## src/rtl/distortion_pkg.sv

```systemverilog
// Shared encodings, reset values and clamp helpers for the distortion controller.
// The RAMP state exists only when DISTORTION_CTRL_RAMP_EN is defined.
package distortion_pkg;

   localparam logic [1:0] MODE_OFF      = 2'd0;
   localparam logic [1:0] MODE_CLIP     = 2'd1;
   localparam logic [1:0] MODE_RECT     = 2'd2;
   localparam logic [1:0] MODE_CLIP_ALT = 2'd3;

   localparam logic signed [15:0] GAIN_MAX  = 16'sd128;
   localparam logic [7:0]         FADE_FULL = 8'd255;
   localparam logic signed [15:0] GAIN_RST  = 16'sd1;
   localparam logic signed [31:0] THR_RST   = 32'sd32767;

`ifdef DISTORTION_CTRL_RAMP_EN
   typedef enum logic [2:0] {
      ST_IDLE, ST_FADE_OUT, ST_SWITCH, ST_FADE_IN, ST_RAMP
   } state_t;
`else
   typedef enum logic [2:0] {
      ST_IDLE, ST_FADE_OUT, ST_SWITCH, ST_FADE_IN
   } state_t;
`endif

   function automatic logic signed [15:0] clamp_gain(input logic signed [15:0] g);
      if (g < 16'sd0)   return 16'sd0;
      if (g > GAIN_MAX) return GAIN_MAX;
      return g;
   endfunction

   function automatic logic signed [31:0] clamp_thr(input logic signed [31:0] t);
      return (t < 32'sd0) ? 32'sd0 : t;
   endfunction

endpackage

```

## src/rtl/distortion_ctrl_if.sv

```systemverilog
// Configuration handshake plus the registered parameter bundle driven to the datapath.
// master = configuration source, slave = controller.
interface distortion_ctrl_if;
   logic               cfg_valid;
   logic               cfg_ready;
   logic signed [15:0] gain_tgt;
   logic signed [31:0] thr_tgt;
   logic [1:0]         mode_tgt;
   logic signed [15:0] gain;
   logic signed [31:0] threshold;
   logic [1:0]         mode;
   logic [7:0]         fade;
   logic               busy;

   modport master (
      output cfg_valid, gain_tgt, thr_tgt, mode_tgt,
      input  cfg_ready, gain, threshold, mode, fade, busy
   );

   modport slave (
      input  cfg_valid, gain_tgt, thr_tgt, mode_tgt,
      output cfg_ready, gain, threshold, mode, fade, busy
   );
endinterface

```

## src/rtl/distortion_ctrl_param_ramp.sv

```systemverilog
// Combinational step of cur toward tgt by STEP, clamped so it never passes tgt.
// BYPASS makes the result jump straight to tgt (used when ramping is compiled out).
module param_ramp #(
   parameter int W      = 16,
   parameter int STEP   = 1,
   parameter bit BYPASS = 1'b0
) (
   input  logic signed [W-1:0] cur,
   input  logic signed [W-1:0] tgt,
   output logic signed [W-1:0] nxt
);
   localparam logic signed [W+1:0] STEP_X = (W+2)'(STEP);
   localparam logic signed [W-1:0] STEP_W = W'(STEP);

   logic signed [W+1:0] diff;

   always_comb begin
      // two guard bits keep tgt - cur exact for any pair of W-bit operands
      diff = {{2{tgt[W-1]}}, tgt} - {{2{cur[W-1]}}, cur};
      if (BYPASS || ((diff <= STEP_X) && (diff >= -STEP_X))) nxt = tgt;
      else if (diff > STEP_X)                                  nxt = cur + STEP_W;
      else                                                     nxt = cur - STEP_W;
   end
endmodule

```

## src/rtl/distortion_ctrl.sv

```systemverilog
// Distortion parameter controller: mode changes crossfade out/switch/in, same-mode changes
// ramp on sample ticks (DISTORTION_CTRL_RAMP_EN) or load one clk after handshake; cfg_ready only in IDLE.
module distortion_ctrl
   import distortion_pkg::*;
#(
   parameter int FADE_STEP = 8,
   parameter int THR_STEP  = 256
) (
   input  logic              clk,
   input  logic              reset_n,
   input  logic              sample_tick,
   distortion_ctrl_if.slave  bus
);
   localparam logic [7:0] FSTEP = 8'(FADE_STEP);
`ifdef DISTORTION_CTRL_RAMP_EN
   localparam bit RAMP_BYPASS = 1'b0;
`else
   localparam bit RAMP_BYPASS = 1'b1;
   logic load_pend;
`endif

   state_t             state;
   logic signed [15:0] lat_gain;
   logic signed [31:0] lat_thr;
   logic [1:0]         lat_mode;
   logic signed [15:0] gain_nxt;
   logic signed [31:0] thr_nxt;
   logic               hs;

   assign hs = bus.cfg_valid && bus.cfg_ready;

   param_ramp #(.W(16), .STEP(1), .BYPASS(RAMP_BYPASS)) u_gain_ramp (
      .cur(bus.gain), .tgt(lat_gain), .nxt(gain_nxt)
   );

   param_ramp #(.W(32), .STEP(THR_STEP), .BYPASS(RAMP_BYPASS)) u_thr_ramp (
      .cur(bus.threshold), .tgt(lat_thr), .nxt(thr_nxt)
   );

   always_ff @(posedge clk or negedge reset_n) begin
      if (!reset_n) begin
         state         <= ST_IDLE;
         bus.mode      <= MODE_OFF;
         bus.gain      <= GAIN_RST;
         bus.threshold <= THR_RST;
         bus.fade      <= FADE_FULL;
         bus.cfg_ready <= 1'b1;
         bus.busy      <= 1'b0;
         lat_gain      <= '0;
         lat_thr       <= '0;
         lat_mode      <= MODE_OFF;
`ifndef DISTORTION_CTRL_RAMP_EN
         load_pend     <= 1'b0;
`endif
      end else begin
         case (state)
            ST_IDLE: begin
`ifndef DISTORTION_CTRL_RAMP_EN
               load_pend <= 1'b0;
               if (load_pend) begin
                  bus.gain      <= gain_nxt;
                  bus.threshold <= thr_nxt;
               end
`endif
               if (hs) begin
                  lat_gain <= clamp_gain(bus.gain_tgt);
                  lat_thr  <= clamp_thr(bus.thr_tgt);
                  lat_mode <= bus.mode_tgt;
                  if (bus.mode_tgt != bus.mode) begin
                     state         <= ST_FADE_OUT;
                     bus.cfg_ready <= 1'b0;
                     bus.busy      <= 1'b1;
                  end else begin
`ifdef DISTORTION_CTRL_RAMP_EN
                     state         <= ST_RAMP;
                     bus.cfg_ready <= 1'b0;
                     bus.busy      <= 1'b1;
`else
                     load_pend     <= 1'b1;
`endif
                  end
               end
            end
            ST_FADE_OUT: begin
               if (bus.fade == 8'd0)  state    <= ST_SWITCH;
               else if (sample_tick)  bus.fade <= (bus.fade > FSTEP) ? bus.fade - FSTEP : 8'd0;
            end
            ST_SWITCH: begin
               // output is muted here, so the mode and parameters can jump together
               bus.mode      <= lat_mode;
               bus.gain      <= lat_gain;
               bus.threshold <= lat_thr;
               state         <= ST_FADE_IN;
            end
            ST_FADE_IN: begin
               if (bus.fade == FADE_FULL) begin
                  state         <= ST_IDLE;
                  bus.cfg_ready <= 1'b1;
                  bus.busy      <= 1'b0;
               end else if (sample_tick) begin
                  bus.fade <= (bus.fade < (FADE_FULL - FSTEP)) ? bus.fade + FSTEP : FADE_FULL;
               end
            end
`ifdef DISTORTION_CTRL_RAMP_EN
            ST_RAMP: begin
               if ((bus.gain == lat_gain) && (bus.threshold == lat_thr)) begin
                  state         <= ST_IDLE;
                  bus.cfg_ready <= 1'b1;
                  bus.busy      <= 1'b0;
               end else if (sample_tick) begin
                  bus.gain      <= gain_nxt;
                  bus.threshold <= thr_nxt;
               end
            end
`endif
            default: state <= ST_IDLE;
         endcase
      end
   end
endmodule

```

## src/flat_wrapper.sv

```systemverilog
// flat-port wrapper written by rule: the top's interface ports become plain ports
module distortion_ctrl_flat import distortion_pkg::*;
#(
   parameter int FADE_STEP = 8,
   parameter int THR_STEP  = 256
)
  (clk, reset_n, sample_tick, bus_cfg_valid, bus_gain_tgt, bus_thr_tgt, bus_mode_tgt, bus_cfg_ready, bus_gain, bus_threshold, bus_mode, bus_fade, bus_busy);
  distortion_ctrl_if bus_i ();
  input  logic clk;
  input  logic reset_n;
  input  logic sample_tick;
  input wire logic [$bits(bus_i.cfg_valid)-1:0] bus_cfg_valid;
  input wire logic [$bits(bus_i.gain_tgt)-1:0] bus_gain_tgt;
  input wire logic [$bits(bus_i.thr_tgt)-1:0] bus_thr_tgt;
  input wire logic [$bits(bus_i.mode_tgt)-1:0] bus_mode_tgt;
  output wire logic [$bits(bus_i.cfg_ready)-1:0] bus_cfg_ready;
  output wire logic [$bits(bus_i.gain)-1:0] bus_gain;
  output wire logic [$bits(bus_i.threshold)-1:0] bus_threshold;
  output wire logic [$bits(bus_i.mode)-1:0] bus_mode;
  output wire logic [$bits(bus_i.fade)-1:0] bus_fade;
  output wire logic [$bits(bus_i.busy)-1:0] bus_busy;
  assign bus_i.cfg_valid = bus_cfg_valid;
  assign bus_i.gain_tgt = bus_gain_tgt;
  assign bus_i.thr_tgt = bus_thr_tgt;
  assign bus_i.mode_tgt = bus_mode_tgt;
  assign bus_cfg_ready = bus_i.cfg_ready;
  assign bus_gain = bus_i.gain;
  assign bus_threshold = bus_i.threshold;
  assign bus_mode = bus_i.mode;
  assign bus_fade = bus_i.fade;
  assign bus_busy = bus_i.busy;
  distortion_ctrl #(.FADE_STEP(FADE_STEP), .THR_STEP(THR_STEP)) u_core (.clk(clk), .reset_n(reset_n), .sample_tick(sample_tick), .bus(bus_i));
endmodule
```

## config.mk

```make
export PLATFORM = sky130hd
export DESIGN_NAME = distortion_ctrl_flat
export DESIGN_NICKNAME = d
export VERILOG_FILES = /design/src/rtl/distortion_pkg.sv /design/src/rtl/distortion_ctrl_if.sv /design/src/rtl/distortion_ctrl_param_ramp.sv /design/src/rtl/distortion_ctrl.sv /design/src/flat_wrapper.sv
export SDC_FILE = /design/constraint.sdc
export NUM_CORES = 1
export LEC_CHECK = 0
export BUFFER_PORTS_ARGS = -buffer_cell sky130_fd_sc_hd__buf_2
export CORE_ASPECT_RATIO = 1.2
export CORE_MARGIN = 2
export CORE_UTILIZATION = 37
export DETAILED_ROUTE_END_ITERATION = 12
export GPL_TIMING_DRIVEN = 0
export PLACE_DENSITY = 0.58
export SYNTH_ARGS = -nofsm -noshare
export SYNTH_HDL_FRONTEND = slang
export SYNTH_SLANG_ARGS = --single-unit
```

## constraint.sdc

```tcl
create_clock -name clk -period 2.33 [get_ports clk]
set_input_delay 0.233 -clock clk [delete_from_list [all_inputs] [get_ports clk]]
set_output_delay 0.233 -clock clk [all_outputs]
set_load 0.01 [all_outputs]
```

==> results of run 1 <==
-- cell families (layout without fill, tap and decap cells) --
logic type / Yosys count / count (layout)
compound gates: 73 / 73
xor+xnor: 3 / 3
fa+ha+maj: 6 / 6
buf+inv: 34 / 167
flops: 107 / 107
mux: 53 / 53
other cells: 1 / 3
simple gates: 108 / 108
-- synthesized netlist by cell type (5+ instances only) --
| cell type | n |
|---|---|
| inv_1 | 10 |
| nand2_1 | 43 |
| buf_2 | 5 |
| and2_1 | 7 |
| dfstp_2 | 23 |
| nor2_1 | 5 |
| clkbuf_1 | 14 |
| o21ai_0 | 35 |
| o22ai_1 | 5 |
| a22o_1 | 7 |
| ha_1 | 6 |
| mux2_2 | 50 |
| nand2b_1 | 31 |
| dfrtp_1 | 84 |
| a211oi_1 | 5 |
-- worst register-to-register path, delay by kind of cell (launching register included) --
kind / cells / cell delay, ns
and+or+nand+nor: 2 / 0.86
AOI/OAI and AO/OA: 2 / 0.50
DFF: 1 / 0.41
adders and majority gates: 1 / 0.24
buffers and inverters: 1 / 0.09
-- layout make-up --
cell class / count / area [um^2]
inverters: 10 / 37.5
plain buffers: 23 / 116
well taps: 161 / 201
diodes: 1 / 2.50
clock inverters: 5 / 72.6
flip-flops and latches: 107 / 2710
repair buffers: 118 / 633
multi-input cells: 245 / 1750
clock buffers: 11 / 243
fillers: 1126 / 6350
-- where the power goes --
group | leakage, nW | internal [mW] | switching, mW
Combinational | 1.34 | 0.595 | 0.753
Sequential | 1.40 | 1.96 | 0.0746
Clock | 0.153 | 0.881 | 0.695
Total | 2.89 | 3.43 | 1.52
-- metrics by stage --
step	utilization	cells	worst slack [ns]	power (mW)
2_1_floorplan	-	386	0.115	2.93
3_3_place_gp	0.441	658	-0.414	3.30
3_5_place_dp	0.444	659	-0.462	3.31
4_1_cts	0.475	679	0.00230	4.98
5_1_grt	0.476	680	0.00910	5.26
6_report	0.476	681	0.141	4.95
-- flip-flops by register name (all words and copies together) (netlist names) --
register              count
u_core.bus.busy           1
u_core.lat_mode           2
u_core.bus.threshold     31
u_core.load_pend          1
u_core.bus.gain          15
u_core.bus.mode           2
u_core.bus.cfg_ready      1
u_core.state              2
u_core.bus.fade           6
u_core.lat_thr           31
u_core.lat_gain          15
-- worst paths after layout --
path | startpoint | to | slack, ns
max reg2reg | u_core.state[1]$_DFFE_PN0P_ | u_core.bus.fade[6]$_DFFE_PN1P_ | 0.14
min | bus_gain_tgt[15] | u_core.lat_gain[7]$_DFFE_PN0P_ | 0.09
min reg2reg | u_core.lat_thr[19]$_DFFE_PN0P_ | u_core.lat_thr[19]$_DFFE_PN0P_ | 0.48
max | u_core.state[1]$_DFFE_PN0P_ | u_core.bus.fade[6]$_DFFE_PN1P_ | 0.14
min in group asynchronous | reset_n | u_core.lat_thr[14]$_DFFE_PN0P_ | 0.48
max in group asynchronous | reset_n | u_core.bus.threshold[0]$_DFFE_PN1P_ | 1.07
-- per-layer routing --
metal / track usage / part of all wire
met1: 0.211 / 0.46
met5: 0 / 0
met4: 0.0495 / 0.014
met2: 0.241 / 0.47
met3: 0.0455 / 0.066
-- repair_timing --
item / CTS / global route
pin swaps: 1 / 1
resized for setup: 5 / 2
endpoints found under the hold margin: 48 / 0
hold buffers: 1 / 0
endpoints found under the setup margin: 55 / 65
gates cloned: 0 / 0
buffers inserted: 3 / 2
==> impl_results.md, run 1 <==
* Status: finished clean
* Synth Area in Simple Gates at 0.123
* Leading cell type in the layout, fill and taps excluded: buf_2
* Max IR drop VDD at 0.381 mV
* Post-detailed-route wirelength per cell at roughly 14 um
* Worst path slowest cell: or4b_2
* Post-Syn Area at 4590 um^2
* Worst path cell trace: inv_1, ha_1, or4b_2, o21ai_2, or2_2, o221ai_1
* Layout area overhead at 25.7%
* Final instance area at 5770 um^2
* Gr ovfl total at 0
* Mux share of post-synthesis cell area at 0.130
* Die width at 106 um
* Setup TNS Final at 0 ns
* Synth Instances at 385
* I/O pins at 114
* Hold Crit Depth at 2
* Initial DRC count at 80
* Share of cells above drive strength 1 at 0.434
* FF+latch count, synth at 107
* DR pass1 iterations at 4
* Max Fanout on Critical Path at 8
* Worst stage delay on the critical path at 0.61 ns
* Synth Area per Inst at 11.9 um^2
* CP top delay family: simple AND/OR/NAND/NOR gates
* Stages on worst setup path at 6
* Final setup fails at 0
* CTS H-tree depth at 3
* Root Buffer: clkbuf_16
* Maximum root-to-sink buffer count at 2
* WP buf/inv at 1
* Max Clk Rate at 0.457 GHz
* Largest net degree at the start of global routing at 56
* FP Rows at 44
* Worst slew pin tran at approximately 0.71 ns
* Final Hold Vio Count at 0
* Post-Synth Adder-Cell Area at 0.0164
* Via Count at 3332
* Share of the synthesized area in the top cell type at 0.458
* Number of vias per cell at just under 5
* FF-to-FF path depth at 6
* Power Density at 859 nW/um^2
* Initial antenna violation count at 0
* Fin nets at 574
* Data required, critical path at 2.58 ns
* Chip height at 126 um
* Post-Route WL at 9870 um
* Post-synth top flop: dfrtp_1
* Initial Utilization at 0.379
* GRT Total Usage at 0.155
* Critical path arrival at 2.44 ns
* Core area at 12100 um^2
* Seq/Total Area, Yosys at 0.590
* Worst clock skew at ~0.0086 ns
* Total leakage power at 2.89 nW
* Xor/xnor cell area share of the yosys netlist at 0.00573
* Post-synth EDFFs at 0
* Worst skew pair latency at 0.34 ns
* Die footprint at 13300 um^2
* Unrepaired setup endpoints after global routing: no
* Sink Count at 107
* Placed cell areas at 5380 um^2
* Critical path class: reg -> reg
* Slew Limit Headroom at 0.530
* DRC viols at 0
* Max Cap Viol at 0
* Area contributors post-synth: dfrtp_1 (46%), dfstp_2 (13%), mux2_2 (12%), nand2b_1 (4.2%), o21ai_0 (3.8%)
* FFs w/ async S/R, synth at 1.00
* Routability cong. at 0.825
* Post-synthesis cell type count at between 40 and 50
* Most frequent cells in the layout: buf_2 (115), dfrtp_1 (84), mux2_2 (50)
* Largest family of logic cells by synthesized area: multiplexers
* Critical path startpoint category: register
* CTS Buf Count at 9
* Vias in the first global route at 3325
* Worst Setup End Kind: register
* Tmin final at between 2 and 2.5 ns
* Fin crit share at 0.939
* First-pass GRT wire length at 16600 um
* Post-route antenna net violation count at 0
* Clk pin slew, worst setup/hold paths at 0.07 ns
* Number of port buffers at 111
* Post-detail-place hpwl at 7030 um
* Pins Over Slew Limit at 0
* Yosys top cell by area: dfrtp_1
* Final Hold Slack at between 0.09 and 0.1 ns
* YS warnings at 0
* Compound-Gate Fraction of Synth Area at 0.100
* Worst min-delay path class: in -> reg
* CTS tree: done
(Power assumes the default switching activity.)
==> run 2, diff against run 1 <==
- PLACE_DENSITY: 0.58 -> 0.56
- clock period: 2.33 -> 2.8 ns (I/O delays scaled with it)
==> run 2 against run 1 <==
Net effect:
- critical endpoint is now u_core.bus.gain[10]$_DFFE_PN0P_
- count of clock-buffer cells in the layout is 2 lower
- flip-flop and latch count stayed put
- routed wire length grew 0.32%
- highest routed layer unchanged
==> impl_results.md, run 2 (synthesized netlist as in run 1, its figures left out) <==
* Hold Crit Start: bus_gain_tgt[15]
* Final Power at 4.01 mW
* Hold Crit Depth at 2
* Total leakage power at 2.86 nW
* Comb pwr share at 0.260
* Maximum root-to-sink buffer count at 2
* Fin crit share at 0.897
* Power Density at 703 nW/um^2
* Final setup fails at 0
* Max Fanout on Critical Path at 10
* Die width at ~110 um
* Post-detail-place hpwl at between 7000 and 8000 um
* Number of port buffers at between 100 and 150
* Status: finished clean
* Most frequent cells in the layout: buf_2 (115), dfrtp_1 (84), mux2_2 (50)
* Reg2reg end: u_core.bus.gain[10]$_DFFE_PN0P_
* Initial antenna violation count at 0
* Unrepaired setup endpoints after global routing: no
* Final Hold Vio Count at 0
* Reg-to-Reg Start: u_core.state[0]$_DFFE_PN0P_
* Post-detailed-route wirelength per cell at 14.6 um
* Initial DRC count at 123
* Vias in the first global route at 3308
* Sink Count at 107
* FF-to-FF path depth at 6
* R2R setup slack at 0.29 ns
* Leading cell type in the layout, fill and taps excluded: buf_2
* Clock Power Share at 0.318
* Sw Pwr at 1.31 mW
* I/O pins at around 110
* DR pass1 iterations at 4
* GRT Total Usage at 0.153
* CTS Buf Count at 9
* Data required, critical path at 3.03 ns
* Max Clk Rate at roughly 0.40 GHz
* DRC viols at 0
* Root Buffer: clkbuf_16
* CTS H-tree depth at 3
* Chip height at 126 um
* Worst min-delay path class: in -> reg
* Max IR drop VDD at 0.329 mV
* ANT cells at 0
* Gr ovfl total at 0
* Largest net degree at the start of global routing at 69
* Layout area overhead at 24.3%
* Flop pwr share at 0.422
* Tmin final at 2.51 ns
* Largest regs: u_core.bus.threshold x31, u_core.lat_thr x31
* Post-Route WL at ~9900 um
* Worst stage delay on the critical path at 0.62 ns
* Post-route antenna net violation count at 0
* FP Rows at 44
* Number of vias per cell at just under 5
* CTS tree: done
* Max Cap Viol at 0
* Initial Utilization at 0.379
* Via Count at 3294
* Critical path arrival at 2.74 ns
* Critical path startpoint category: register
* Worst path slowest cell: mux2i_2
* Slew Limit Headroom at 0.576
* Setup TNS Final at 0 ns
* Share of cells above drive strength 1 at 0.423
* Worst hold endpoint: u_core.lat_gain[7]$_DFFE_PN0P_
* Worst Setup End Kind: register
* Critical path class: reg -> reg
* Routability cong. at ~0.86
* Fin nets at between 500 and 600
* Pins Over Slew Limit at 0
* Power Internal at about 2.7 mW
* Worst slew pin tran at between 0.6 and 0.7 ns
* Clk pin slew, worst setup/hold paths at 0.08 ns
* Die footprint at ~13000 um^2
* Worst skew pair latency at 0.34 ns
* Sw Ratio at 0.327
* First-pass GRT wire length at 16500 um
* Core area at 12100 um^2
* Worst clock skew at 0.00886 ns
* Worst path cell trace: inv_1, ha_1, clkbuf_1, mux2i_2, buf_2, mux2_2
run 2: how the worst max path moves through the flow:
stage                                           start                         endpoint  slack, ns  cells past startpoint
after floorplan           u_core.state[0]$_DFFE_PN0P_  u_core.bus.gain[10]$_DFFE_PN0P_       0.59                      6
after global placement    u_core.state[0]$_DFFE_PN0P_   u_core.bus.gain[9]$_DFFE_PN0P_       0.06                      6
after detailed placement  u_core.state[0]$_DFFE_PN0P_  u_core.bus.gain[10]$_DFFE_PN0P_       0.02                      6
after CTS                 u_core.state[0]$_DFFE_PN0P_  u_core.bus.gain[10]$_DFFE_PN0P_      0.005                      6
after global routing      u_core.state[0]$_DFFE_PN0P_  u_core.bus.gain[12]$_DFFE_PN0P_       0.05                      6
final                     u_core.state[0]$_DFFE_PN0P_  u_core.bus.gain[10]$_DFFE_PN0P_       0.29                      6
run 2: worst max-delay path, delay by kind of cell, from the launching register on:
family | cells | cell delay [ns]
fa+ha+maj | 1 | 0.16
mux | 2 | 0.99
flops | 1 | 0.40
buf+inv | 3 | 0.85
run 2: area by class of cell:
type | instances | area (um^2)
Fill cell | 1153 | 6410
Sequential cell | 107 | 2710
Multi-Input combinational cell | 245 | 1740
Timing Repair Buffer | 113 | 596
Clock buffer | 9 | 225
Tap cell | 161 | 201
Buffer | 24 | 119
Clock inverter | 7 | 78.8
Inverter | 10 | 37.5
run 2: per-layer routing:
metal,global-route usage,vias up,share of wire
met2,0.244,94,0.47
met3,0.0461,11,0.069
met1,0.200,1606,0.45
met4,0.0480,0,0.012
li1,-,1583,-
met5,0,-,0
run 2: power groups by stage:
stage,Sequential (mW),Combinational [mW],Clock [mW]
final,1.69,1.04,1.27
after global routing,1.70,1.14,1.37
after CTS,1.69,1.05,1.32
after detailed placement,1.72,1.04,0
after global placement,1.71,1.03,0
after floorplan,1.72,0.713,0
run 2: timing repair:
action / CTS / global route
buffers inserted: 0 / 0
hold endpoints to repair: 24 / 0
hold buffers: 1 / 0
setup endpoints to repair: 0 / 47
gates resized for setup: 0 / 2
run 2: per-stage QoR:
stage	setup WS, ns	instances	util	hold WS, ns	area, um^2
2_1_floorplan	0.585	386	-	-0.0156	4590
3_3_place_gp	0.0637	658	0.441	0.457	5350
3_5_place_dp	0.0205	659	0.444	0.306	5380
4_1_cts	0.00468	676	0.470	0.121	5690
5_1_grt	0.0508	676	0.471	0.146	5700
6_report	0.287	676	0.471	0.131	5700
